**src/rtl/line_fetch_scheduler.sv**
```systemverilog
// Per-scanline background/mask fetch sequencer on SDRAM port 0, with download-write arbitration.
// Optional build macro LINE_FETCH_STATS_EN adds a saturating underrun_count output.
module line_fetch_scheduler #(
    parameter int WORDS_PER_LINE = 2160,
    parameter int LINES          = 720,
    parameter int ADDR_W         = 25
) (
    input  logic              clk,
    input  logic              reset,
    input  logic              hblank,
    input  logic [9:0]        video_y,
    input  logic              download,
    input  logic              wr_req_in,
    input  logic [ADDR_W-1:0] wr_addr,
    input  logic              sd_data_available,
    input  logic [15:0]       sd_q,
    output logic [ADDR_W-1:0] sd_addr,
    output logic              sd_rd_req,
    output logic              sd_wr_req,
    output logic              sd_end_burst,
    output logic              fifo_wrreq,
    output logic [23:0]       bg_pixel,
    output logic [23:0]       mask_pixel,
    output logic              fifo_clear,
    output logic              line_done
`ifdef LINE_FETCH_STATS_EN
    ,
    output logic [15:0]       underrun_count
`endif
);

    localparam int              CNT_W   = $clog2(WORDS_PER_LINE + 1);
    localparam logic [CNT_W-1:0] WPL    = CNT_W'(WORDS_PER_LINE);
    localparam logic [CNT_W-1:0] WPL_M2 = CNT_W'(WORDS_PER_LINE - 2);
    localparam logic [10:0]     LINES_C = 11'(LINES);

    localparam logic [1:0] IDLE  = 2'd0;
    localparam logic [1:0] BURST = 2'd1;
    localparam logic [1:0] GAP   = 2'd2;
    localparam logic [1:0] DONE  = 2'd3;

    logic [1:0]        state;
    logic              hblank_q;
    logic              avail_q;
    logic              end_sent;
    logic [CNT_W-1:0]  count;
    logic [1:0]        pack;
    logic [ADDR_W-1:0] base;

    logic              line_start;
    logic              restart;
    logic              fetching;
    logic              accept;
    logic              avail_fall;
    logic [10:0]       y_next;
    logic [ADDR_W-1:0] base_next;

    // NOTE: y_next gets a default before the conditional override, so no latch is inferred.
    always_comb begin
        y_next = {1'b0, video_y} + {10'd0, hblank};
        if (y_next >= LINES_C)
            y_next = '0;
    end

    assign base_next  = ADDR_W'(y_next) * ADDR_W'(WORDS_PER_LINE);
    assign line_start = hblank & ~hblank_q;
    assign restart    = line_start & ~download;
    assign fetching   = (state == BURST) || (state == GAP);
    // A line start wins over a word arriving in the same cycle.
    assign accept     = (state == BURST) && sd_data_available && (count < WPL) && !line_start;
    assign avail_fall = avail_q & ~sd_data_available;

    assign sd_wr_req  = wr_req_in & download;
    assign sd_addr    = sd_wr_req ? wr_addr : base + ADDR_W'(count);

    // NOTE: all state below updates with non-blocking assignments so every reader sees pre-edge values.
    always_ff @(posedge clk or posedge reset) begin
        if (reset) begin
            state        <= IDLE;
            hblank_q     <= 1'b0;
            avail_q      <= 1'b0;
            end_sent     <= 1'b0;
            count        <= '0;
            pack         <= 2'd0;
            base         <= '0;
            sd_rd_req    <= 1'b0;
            sd_end_burst <= 1'b0;
            fifo_wrreq   <= 1'b0;
            fifo_clear   <= 1'b0;
            line_done    <= 1'b0;
            bg_pixel     <= '0;
            mask_pixel   <= '0;
        end else begin
            hblank_q     <= hblank;
            avail_q      <= sd_data_available;
            sd_rd_req    <= 1'b0;
            sd_end_burst <= 1'b0;
            fifo_wrreq   <= 1'b0;
            fifo_clear   <= 1'b0;

            if (restart) begin
                // Stale availability from an aborted burst must not look like a falling edge.
                state      <= BURST;
                base       <= base_next;
                count      <= '0;
                pack       <= 2'd0;
                bg_pixel   <= '0;
                mask_pixel <= '0;
                line_done  <= 1'b0;
                end_sent   <= 1'b0;
                avail_q    <= 1'b0;
                sd_rd_req  <= 1'b1;
                fifo_clear <= 1'b1;
            end else if (download && fetching) begin
                state <= IDLE;
            end else begin
                case (state)
                    BURST: begin
                        if (accept) begin
                            bg_pixel   <= {sd_q[7:0],  bg_pixel[23:8]};
                            mask_pixel <= {sd_q[15:8], mask_pixel[23:8]};
                            count      <= count + CNT_W'(1);
                            if (pack == 2'd2) begin
                                pack       <= 2'd0;
                                fifo_wrreq <= 1'b1;
                            end else begin
                                pack <= pack + 2'd1;
                            end
                            if (count >= WPL_M2 && !end_sent) begin
                                sd_end_burst <= 1'b1;
                                end_sent     <= 1'b1;
                            end
                        end
                        if (avail_fall) begin
                            if (count < WPL) begin
                                state <= GAP;
                            end else begin
                                state     <= DONE;
                                line_done <= 1'b1;
                            end
                        end
                    end
                    GAP: begin
                        sd_rd_req <= 1'b1;
                        end_sent  <= 1'b0;
                        state     <= BURST;
                    end
                    DONE:    state <= IDLE;
                    default: state <= IDLE;
                endcase
            end
        end
    end

`ifdef LINE_FETCH_STATS_EN
    // An underrun is any accepted line start that finds the previous line unfinished.
    always_ff @(posedge clk or posedge reset) begin
        if (reset) begin
            underrun_count <= '0;
        end else if (restart && !(((state == DONE) || (state == IDLE)) && line_done)
                     && (underrun_count != 16'hffff)) begin
            underrun_count <= underrun_count + 16'd1;
        end
    end
`endif

endmodule

```
**config.mk**
```make
export PLATFORM = sky130hd
export DESIGN_NAME = line_fetch_scheduler
export DESIGN_NICKNAME = d
export VERILOG_FILES = /design/src/rtl/line_fetch_scheduler.sv
export SDC_FILE = /design/constraint.sdc
export NUM_CORES = 1
export LEC_CHECK = 0
export ABC_CLOCK_PERIOD_IN_PS = 4050
export BUFFER_PORTS_ARGS = -buffer_cell sky130_fd_sc_hd__buf_2
export CAP_MARGIN = 20
export CELL_PAD_IN_SITES_DETAIL_PLACEMENT = 1
export CELL_PAD_IN_SITES_GLOBAL_PLACEMENT = 1
export CORE_ASPECT_RATIO = 0.7
export CORE_MARGIN = 10
export CORE_UTILIZATION = 42
export CTS_CLUSTER_SIZE = 25
export DETAILED_ROUTE_END_ITERATION = 12
export PLACE_DENSITY_LB_ADDON = 0.1
export SKIP_CTS_REPAIR_TIMING = 1
export SYNTH_ARGS = -nofsm -noshare
export SYNTH_HDL_FRONTEND = slang
export SYNTH_SLANG_ARGS = --single-unit
```
**constraint.sdc**
```tcl
create_clock -name clk -period 4.05 [get_ports clk]
set_clock_uncertainty 0.15 [all_clocks]
set_input_delay 0.81 -clock clk [delete_from_list [all_inputs] [get_ports clk]]
set_output_delay 0.81 -clock clk [all_outputs]
set_load 0.05 [all_outputs]
```
* Word-level counts from Yosys, hierarchy flattened *
Index checks and enable logic that the tools add are counted.
Widths: inputs -> output; s select.

word-level totals
  word-level logic and storage cells = 101
  bits in registers = 91
  input port bits = 57
  output and inout port bits = 79

cells by class
  bitwise gates (word level) = 7
  equality and inequality tests = 8
  reduce and logical (&&, ||, !) cells = 15
  $lt $le $gt $ge = 3
  multipliers = 1
  add/sub/neg operators = 4
  mux-type cells = 49

operators by type and width
  cell                   count
  $mux 24                8
  $mux 12                4
  $mux 1                 25
  $mux 25                1
  $add 23x12->24         1
  $mul 11x8->19 const B  1
  $mux 2                 8
  $add 12x1->12 const B  1
  $ge 12x12->1 const B   1
  $lt 12x12->1 const B   1
  $add 10x1->11          1
  $ge 11x10->1 const B   1
  $mux 11                1
  $reduce_and 4->1       2
  $reduce_bool 2->1      3
  $logic_and 1x1->1      5
  $and 1x1->1            4
  $eq 2x2->1 const B     2
  $ne 2x2->1 const B     2
  $ne 4x3->1 const B     1
  $pmux 2 s2             1
  $ne 3x2->1 const B     1
  $ne 3x3->1 const B     1
  $not 1->1              3
  other kinds (7)        8

* Depth between registers and ports, before layout *
Gate-level depths: netlist of the first run.

  depth after elaboration = 8
  mapped depth = 22
  depth with buffers taken out = 21

* Worst setup path before layout of the first run *
Ideal clock, no wire load.

  path type = input -> register
  start = in hblank
  end = reg base[21]
  library setup time = 127 ps
  data required time = 3,773 ps
  path buffers = 1
  setup slack = -1,475 ps
  data arrival time = 5,248 ps
  stages on the path = 20
  cell sequence = ha_1 -> ha_1 -> and2_1 -> nand4_1 -> xor2_1 -> o41ai_1 -> a22o_1 -> buf_2 -> nor2_1 -> ha_1 -> fa_1 -> inv_1 -> fa_1 -> inv_1 -> ha_1 -> a2111o_1 -> o2111ai_1 -> a311oi_1 -> a21oi_1 -> o21ai_0

between the ends
  cells in the longest elaborated chain, start to end = 4
  elaborated cells on any way between the ends = 6
  those cells by class = 1 x add/sub; 1 x mul; 1 x order compare; 1 x mux; 2 x bitwise

RTL lines
  element                 RTL line  RTL
  start: declaration      10        input logic hblank,
  $add 10x1->11           60        y_next = {1'b0, video_y} + {10'd0, hblank};
  $ge 11x10->1            61        if (y_next >= LINES_C)
  $mux 11                 61
  $mul 11x8->19           65        assign base_next = ADDR_W'(y_next) * ADDR_W'(WORDS_PER_LINE);
  end signal: assignment  104       base <= base_next;
  end: declaration        48        logic [ADDR_W-1:0] base;

Several ways; a longest one is shown, not always the timed one.
A chain may end at the register's enable or synchronous reset.

* Worst setup path after layout of the first run *
  start = in hblank
  end = reg base[19]

The elaborated chain is that of the path after synthesis.

==> metrics.yaml, run 1 <==
start_util: 0.4310
final_common_cell: "buf_2"
tns_ns: -10.58
drc: 0
dieArea_sq_um: 19650
die_x_um: 163.3
synth_cell_types: 60
port_buffers: 135
avgViaCountPerCell: 5.329
crit_buf_inv: 6
tritoncts: "done"
drt_wl_total_um: 19800
place_inst: 992
postRouteAntennaNets: 0
pin_count: 136
root_buffer: "clkbuf_16"
layoutNonFillerInstCount: 1015
critPathMaxStageDelay_ns: 0.50
path_delay_family: "adder cells"
synthTopCellsByArea: "dfrtp_1, ha_1, a22o_1"
worstReg2RegEnd: "mask_pixel[7]"
setup_violations: 14
overflow: 0
status: "finished, violations left"
wl_per_cell_um: 19.51
violations: "negative setup slack"
fin_crit_ns: 5.090
worstPathRequired_ns: 4.10
numCtsBuffers: 9
grt_pass1_vias: 5854
hold_violations: 0
drive_above_1_share: 0.3709
rows: 36
ys_seq_area_frac: 0.3771
rsz0062_at_grt: "yes"
p_leak_nw: 4.061
worst-path-max-fanout: 7
first_iter_violations: 275
gr-usage-all-layers: 0.1842
syn_area_per_cell_sq_um: 9.600
insertedDiodeCount: 0
cp-end-kind: "flip-flop"
clock_sinks: 91
grt_max_degree: 61
synth_edf_count: 0
layout_common_cells: "buf_2, dfrtp_1, buf_4, nand2_1, a22o_1"
crit_chain: "buf_8 > ha_4 > buf_4 > nand3_1 > or3b_2 > o21ai_0 > a22o_4 > buf_12 > nor2_4 > buf_6 > ha_4 > fa_1 > inv_1 > fa_1 > inv_2 > ha_4 > a2111o_1 > o2111ai_2 > a311oi_2 > xnor2_1 > o21ai_1"
synth.largest_area_cell: "dfrtp_1"
grt_first_pass_wirelength_um: 29990
worst_pin_slew_ns: 0.6951
num-fill-cells: 1609
power_density_nw_per_um2: 463.0
clkTransAtPathRegs_ns: 0.07
ir_drop_uv: 264.6
timing.rr.start: "count[10]"
slew_violations: 0
synthCells: 629
areaGrowthSynthToFinish_pct: 36.32
netlist_area_sq_um: 6038
critPathSlowestCell: "fa_1"
timing.slew.headroom: 0.5361
cts_max_level: 3
max_cap_viol_count: 0
setup_slack_ns: -1.040
startpoint_type: "primary input"
arrival_ns: 5.14
cpMostUsedCell: "ha_4"
worstSkewPairLatency_ns: 0.33
fin_nets: 948
synth_seq_cells: 91
antenna_found_initial: 0
crit_type: "in2reg"
ys.flop_type: "dfrtp_1"
via_count: 5409
ys_warn_count: 0
dp_hpwl_um: 15030
clk_path_buf_depth: 2
fmax_mhz: 196.5
fp.coreArea_sq_um: 14010
post-route-period-util: 1.257
synth_top_area_frac: 0.3771
dr.pass1.iters: 4
die_h_um: 120.3
reg2reg_slack_ns: 1.05
async_flop_share: 1.000
gp_congestion: 0.8699
rr_worst_depth: 6
worstHoldPathType: "in2async"
==> worst max path at each step <==
| stage | start | end | cells after the start |
|---|---|---|---|
| floorplan | video_y[0] | base[19] | 21 |
| global placement | hblank | base[19] | 22 |
| detailed placement | hblank | base[18] | 22 |
| CTS | hblank | base[18] | 22 |
| global route | hblank | base[19] | 22 |
| finish | hblank | base[19] | 21 |
==> cell usage after synthesis, drive strengths merged, types with 7 or more instances <==
cell type / instances
a22o: 51
fa: 15
a21oi: 25
nor4: 8
xor2: 17
ha: 56
a31oi: 7
buf: 13
or3: 7
inv: 58
dfrtp: 91
nor3: 7
nand2: 59
nand3: 16
nor2: 52
nand4: 8
o21ai: 34
clkbuf: 14
xnor2: 20
==> worst reg2reg max path: cells and delay by family, from the launching register on <==
family                 cells  cell delay, ns
AO/OA/AOI/OAI              3            0.93
AND/OR/NAND/NOR            2            1.12
flip-flops                 1            0.44
buffers and inverters      1            0.25
==> sequential cells by signal (all words and copies together), names as in the netlist <==
name,flops
line_done,1
sd_end_burst,1
state,2
bg_pixel,24
avail_q,1
end_sent,1
mask_pixel,24
base,19
hblank_q,1
count,12
fifo_clear,1
sd_rd_req,1
fifo_wrreq,1
pack,2
==> layer usage <==
layer | vias to the layer above | part of all wire | global-route usage
li1 | 2584 | - | -
met2 | 97 | 0.50 | 0.3187
met5 | - | 0 | 0
met4 | 0 | 0.0091 | 0.03034
met1 | 2714 | 0.44 | 0.2312
met3 | 14 | 0.045 | 0.04475
==> kinds of logic (layout without fill, tap and decap cells) <==
family,count (synthesis),count (layout),share of synthesized area
fa+ha+maj,71,71,0.1658
flops,91,91,0.3771
buf+inv,86,280,0.06237
mux,3,3,0.005180
simple gates,186,186,0.1558
xor+xnor,37,37,0.05367
compound gates,154,154,0.1794
other cells,1,3,0.0006210
==> metrics by stage <==
step	hold WS, ns	cell area, sq um	total power, mW	util	setup slack, ns
floorplan	0.2997	6286	2.322	-	-1.100
global placement	0.3297	7550	2.772	0.5389	-1.286
detailed placement	0.3394	7550	2.847	0.5389	-1.505
CTS	0.3563	7850	3.714	0.5604	-1.142
global route	0.2026	8232	4.069	0.5876	-1.221
finish	0.2093	8232	3.812	0.5876	-1.040
==> power by group <==
part           switching [mW]  internal, mW  leakage, nW
Clock                   0.365         0.484        0.140
Combinational            1.11         0.701         2.69
Sequential              0.124          1.03         1.23
Total                    1.60          2.22         4.06
==> final cells by class <==
| class | count | area, sq um | share of cell area |
|---|---|---|---|
| tap | 190 | 237.7 | 0.02888 |
| clock inverter | 6 | 71.32 | 0.008664 |
| clock buffer | 10 | 229.0 | 0.02782 |
| sequential | 91 | 2277 | 0.2766 |
| inverter | 59 | 222.7 | 0.02706 |
| multi-input combinational | 454 | 3897 | 0.4735 |
| timing repair buffer | 205 | 1296 | 0.1575 |
No activity file was read; power rests on OpenSTA's default activity.
==> run 2: changes to the inputs <==
ABC_CLOCK_PERIOD_IN_PS = 5200   (was 4050)
HOLD_SLACK_MARGIN = 0.08   (was unset)
clock period = 5.2 ns   (was 4.05 ns; I/O delays follow)
==> run 2 against run 1 <==
Against the previous run:
- the flow still finishes with violations (negative setup slack)
- die area unchanged
- first-iteration DRC count is 0.36% lower
- highest routed layer unchanged
- core utilization decreased by 1.1 points
- largest cell class unchanged
- largest power group unchanged
- critical endpoint is now base[20]
==> metrics.yaml, run 2 (synthesis gave the netlist of run 1 again) <==
wl_per_cell_um: 19.11
postRouteAntennaNets: 0
grt_max_degree: 54
worst_pin_slew_ns: 0.8612
worstSkewPairLatency_ns: 0.35
drt_wl_total_um: 19280
fmax_mhz: 187.4
post-route-period-util: 1.026
insertedDiodeCount: 0
postLayoutCoreUtil: 0.5763
worst-path-max-fanout: 7
gp_congestion: 0.8595
startpoint_type: "primary input"
arrival_ns: 5.39
dieArea_sq_um: 19650
combPwrFrac: 0.468
die_h_um: 120.3
first_iter_violations: 274
avgViaCountPerCell: 5.361
regArea_sq_um: 2277
numCtsBuffers: 9
status: "finished, violations left"
rr_worst_depth: 6
layoutNonFillerInstCount: 1009
fin_crit_ns: 5.335
rsz0062_at_grt: "yes"
critPathSlowestCell: "fa_1"
clkTransAtPathRegs_ns: 0.07
rows: 36
antenna_found_initial: 0
start_util: 0.4310
timing.slew.headroom: 0.4252
via_count: 5409
final_common_cell: "buf_2"
violations: "negative setup slack"
reg2reg_slack_ns: 2.03
critPathMaxStageDelay_ns: 0.56
swShare: 0.4225
dp_hpwl_um: 14780
holdPathEnd: "base[8]"
crit_chain: "buf_8 > ha_4 > ha_4 > nand3_1 > xor2_1 > and3_4 > o41ai_2 > a22o_2 > buf_12 > buf_4 > a21oi_4 > ha_1 > ha_1 > inv_1 > fa_1 > inv_2 > ha_4 > o211ai_1 > o21ai_2 > o311a_4 > o21ai_4 > xor2_1 > o21ai_0"
p_int_mw: 1.734
clk_path_buf_depth: 2
layout_common_cells: "buf_2, dfrtp_1, nand2_1, buf_4"
setup_slack_ns: -0.1353
worstReg2RegEnd: "mask_pixel[19]"
hold_violations: 0
p_clk_frac: 0.232
setup_violations: 9
cp-end-kind: "flip-flop"
max_cap_viol_count: 0
tritoncts: "done"
fp.coreArea_sq_um: 14010
switchingPower_mw: 1.268
timing.rr.start: "count[10]"
dr.pass1.iters: 4
drive_above_1_share: 0.3455
hold_path_startpoint: "base[8]"
root_buffer: "clkbuf_16"
worstPathRequired_ns: 5.26
port_buffers: 135
overflow: 0
drc: 0
areaGrowthSynthToFinish_pct: 33.69
worstHoldPathType: "reg2reg"
whs_path_depth: 2
p_leak_nw: 4.039
clock_sinks: 91
slew_violations: 0
grt_pass1_vias: 5817
pin_count: 136
fin_nets: 942
ir_drop_uv: 189.5
biggestRegsByFlops: "bg_pixel x24, mask_pixel x24, base x19"
die_x_um: 163.3
grt_first_pass_wirelength_um: 30550
place_inst: 982
power_density_nw_per_um2: 371.9
num-fill-cells: 1617
cts_max_level: 3
gr-usage-all-layers: 0.1888
seq_power_share: 0.300
cpMostUsedCell: "ha_4"
multi_input_area_sq_um: 3777
crit_type: "in2reg"
power.total_mw: 3.002
==> run 2: cell count changes in the layout (fill, tap and decap cells not counted), moves of 2 or more <==
cell | before | now
clkinvlp_4 | 2 | 0
nand3_2 | 3 | 1
a211oi_2 | 3 | 1
ha_4 | 21 | 15
nand3_1 | 13 | 15
ha_1 | 34 | 41
inv_2 | 12 | 7
inv_1 | 45 | 50
buf_4 | 64 | 59
==> run 2: power by group through the flow <==
stage	Sequential, mW	Combinational, mW	Clock [mW]
finish	0.900	1.41	0.697
detailed placement	0.912	1.29	0
CTS	0.899	1.30	0.708
floorplan	0.986	0.815	0
global placement	0.904	1.24	0
global route	0.918	1.53	0.740
==> run 2: worst max-delay path by stage <==
stage               startpoint       end  cells after the start
floorplan           video_y[0]  base[19]                     21
CTS                     hblank  base[16]                     22
global placement        hblank  base[16]                     22
global route            hblank  base[19]                     24
finish                  hblank  base[20]                     23
detailed placement      hblank  base[19]                     22
==> run 2: worst max-delay path: cells and delay by family <==
kind / cells / cell delay [ns]
fa+ha+maj: 6 / 1.65
xor+xnor: 2 / 0.38
compound gates: 8 / 1.50
simple gates: 2 / 0.30
buf+inv: 5 / 0.52
==> run 2: final cells by class <==
class,instances,share of cell area
Tap cell,190,0.02945
Sequential cell,91,0.2821
Multi-Input combinational cell,454,0.4679
Clock buffer,9,0.02790
Clock inverter,7,0.01147
Timing Repair Buffer,199,0.1536
Inverter,59,0.02759
==> run 2: routing by layer <==
layer | routed length (um) | vias to the layer above | global-route usage | share of wire
li1 | - | 2574 | - | -
met1 | 8555 | 2700 | 0.2479 | 0.44
met2 | 9471 | 113 | 0.3131 | 0.49
met3 | 1023 | 22 | 0.04407 | 0.053
met4 | 234 | 0 | 0.03483 | 0.012
met5 | 0 | - | 0 | 0
==> run 2: stage by stage <==
stage          setup slack (ns)  instance area [sq um]  hold slack (ns)  TNS, ns
6_report                -0.1353                   8073           0.3539  -0.8264
5_1_grt                 -0.3463                   8073           0.3661   -2.508
3_5_place_dp            -0.5739                   7446           0.3356   -4.964
3_3_place_gp            -0.3650                   7446           0.3249   -3.082
4_1_cts                 -0.2162                   7764           0.3519   -1.479
2_1_floorplan           -0.1795                   6270           0.2997  -0.8902
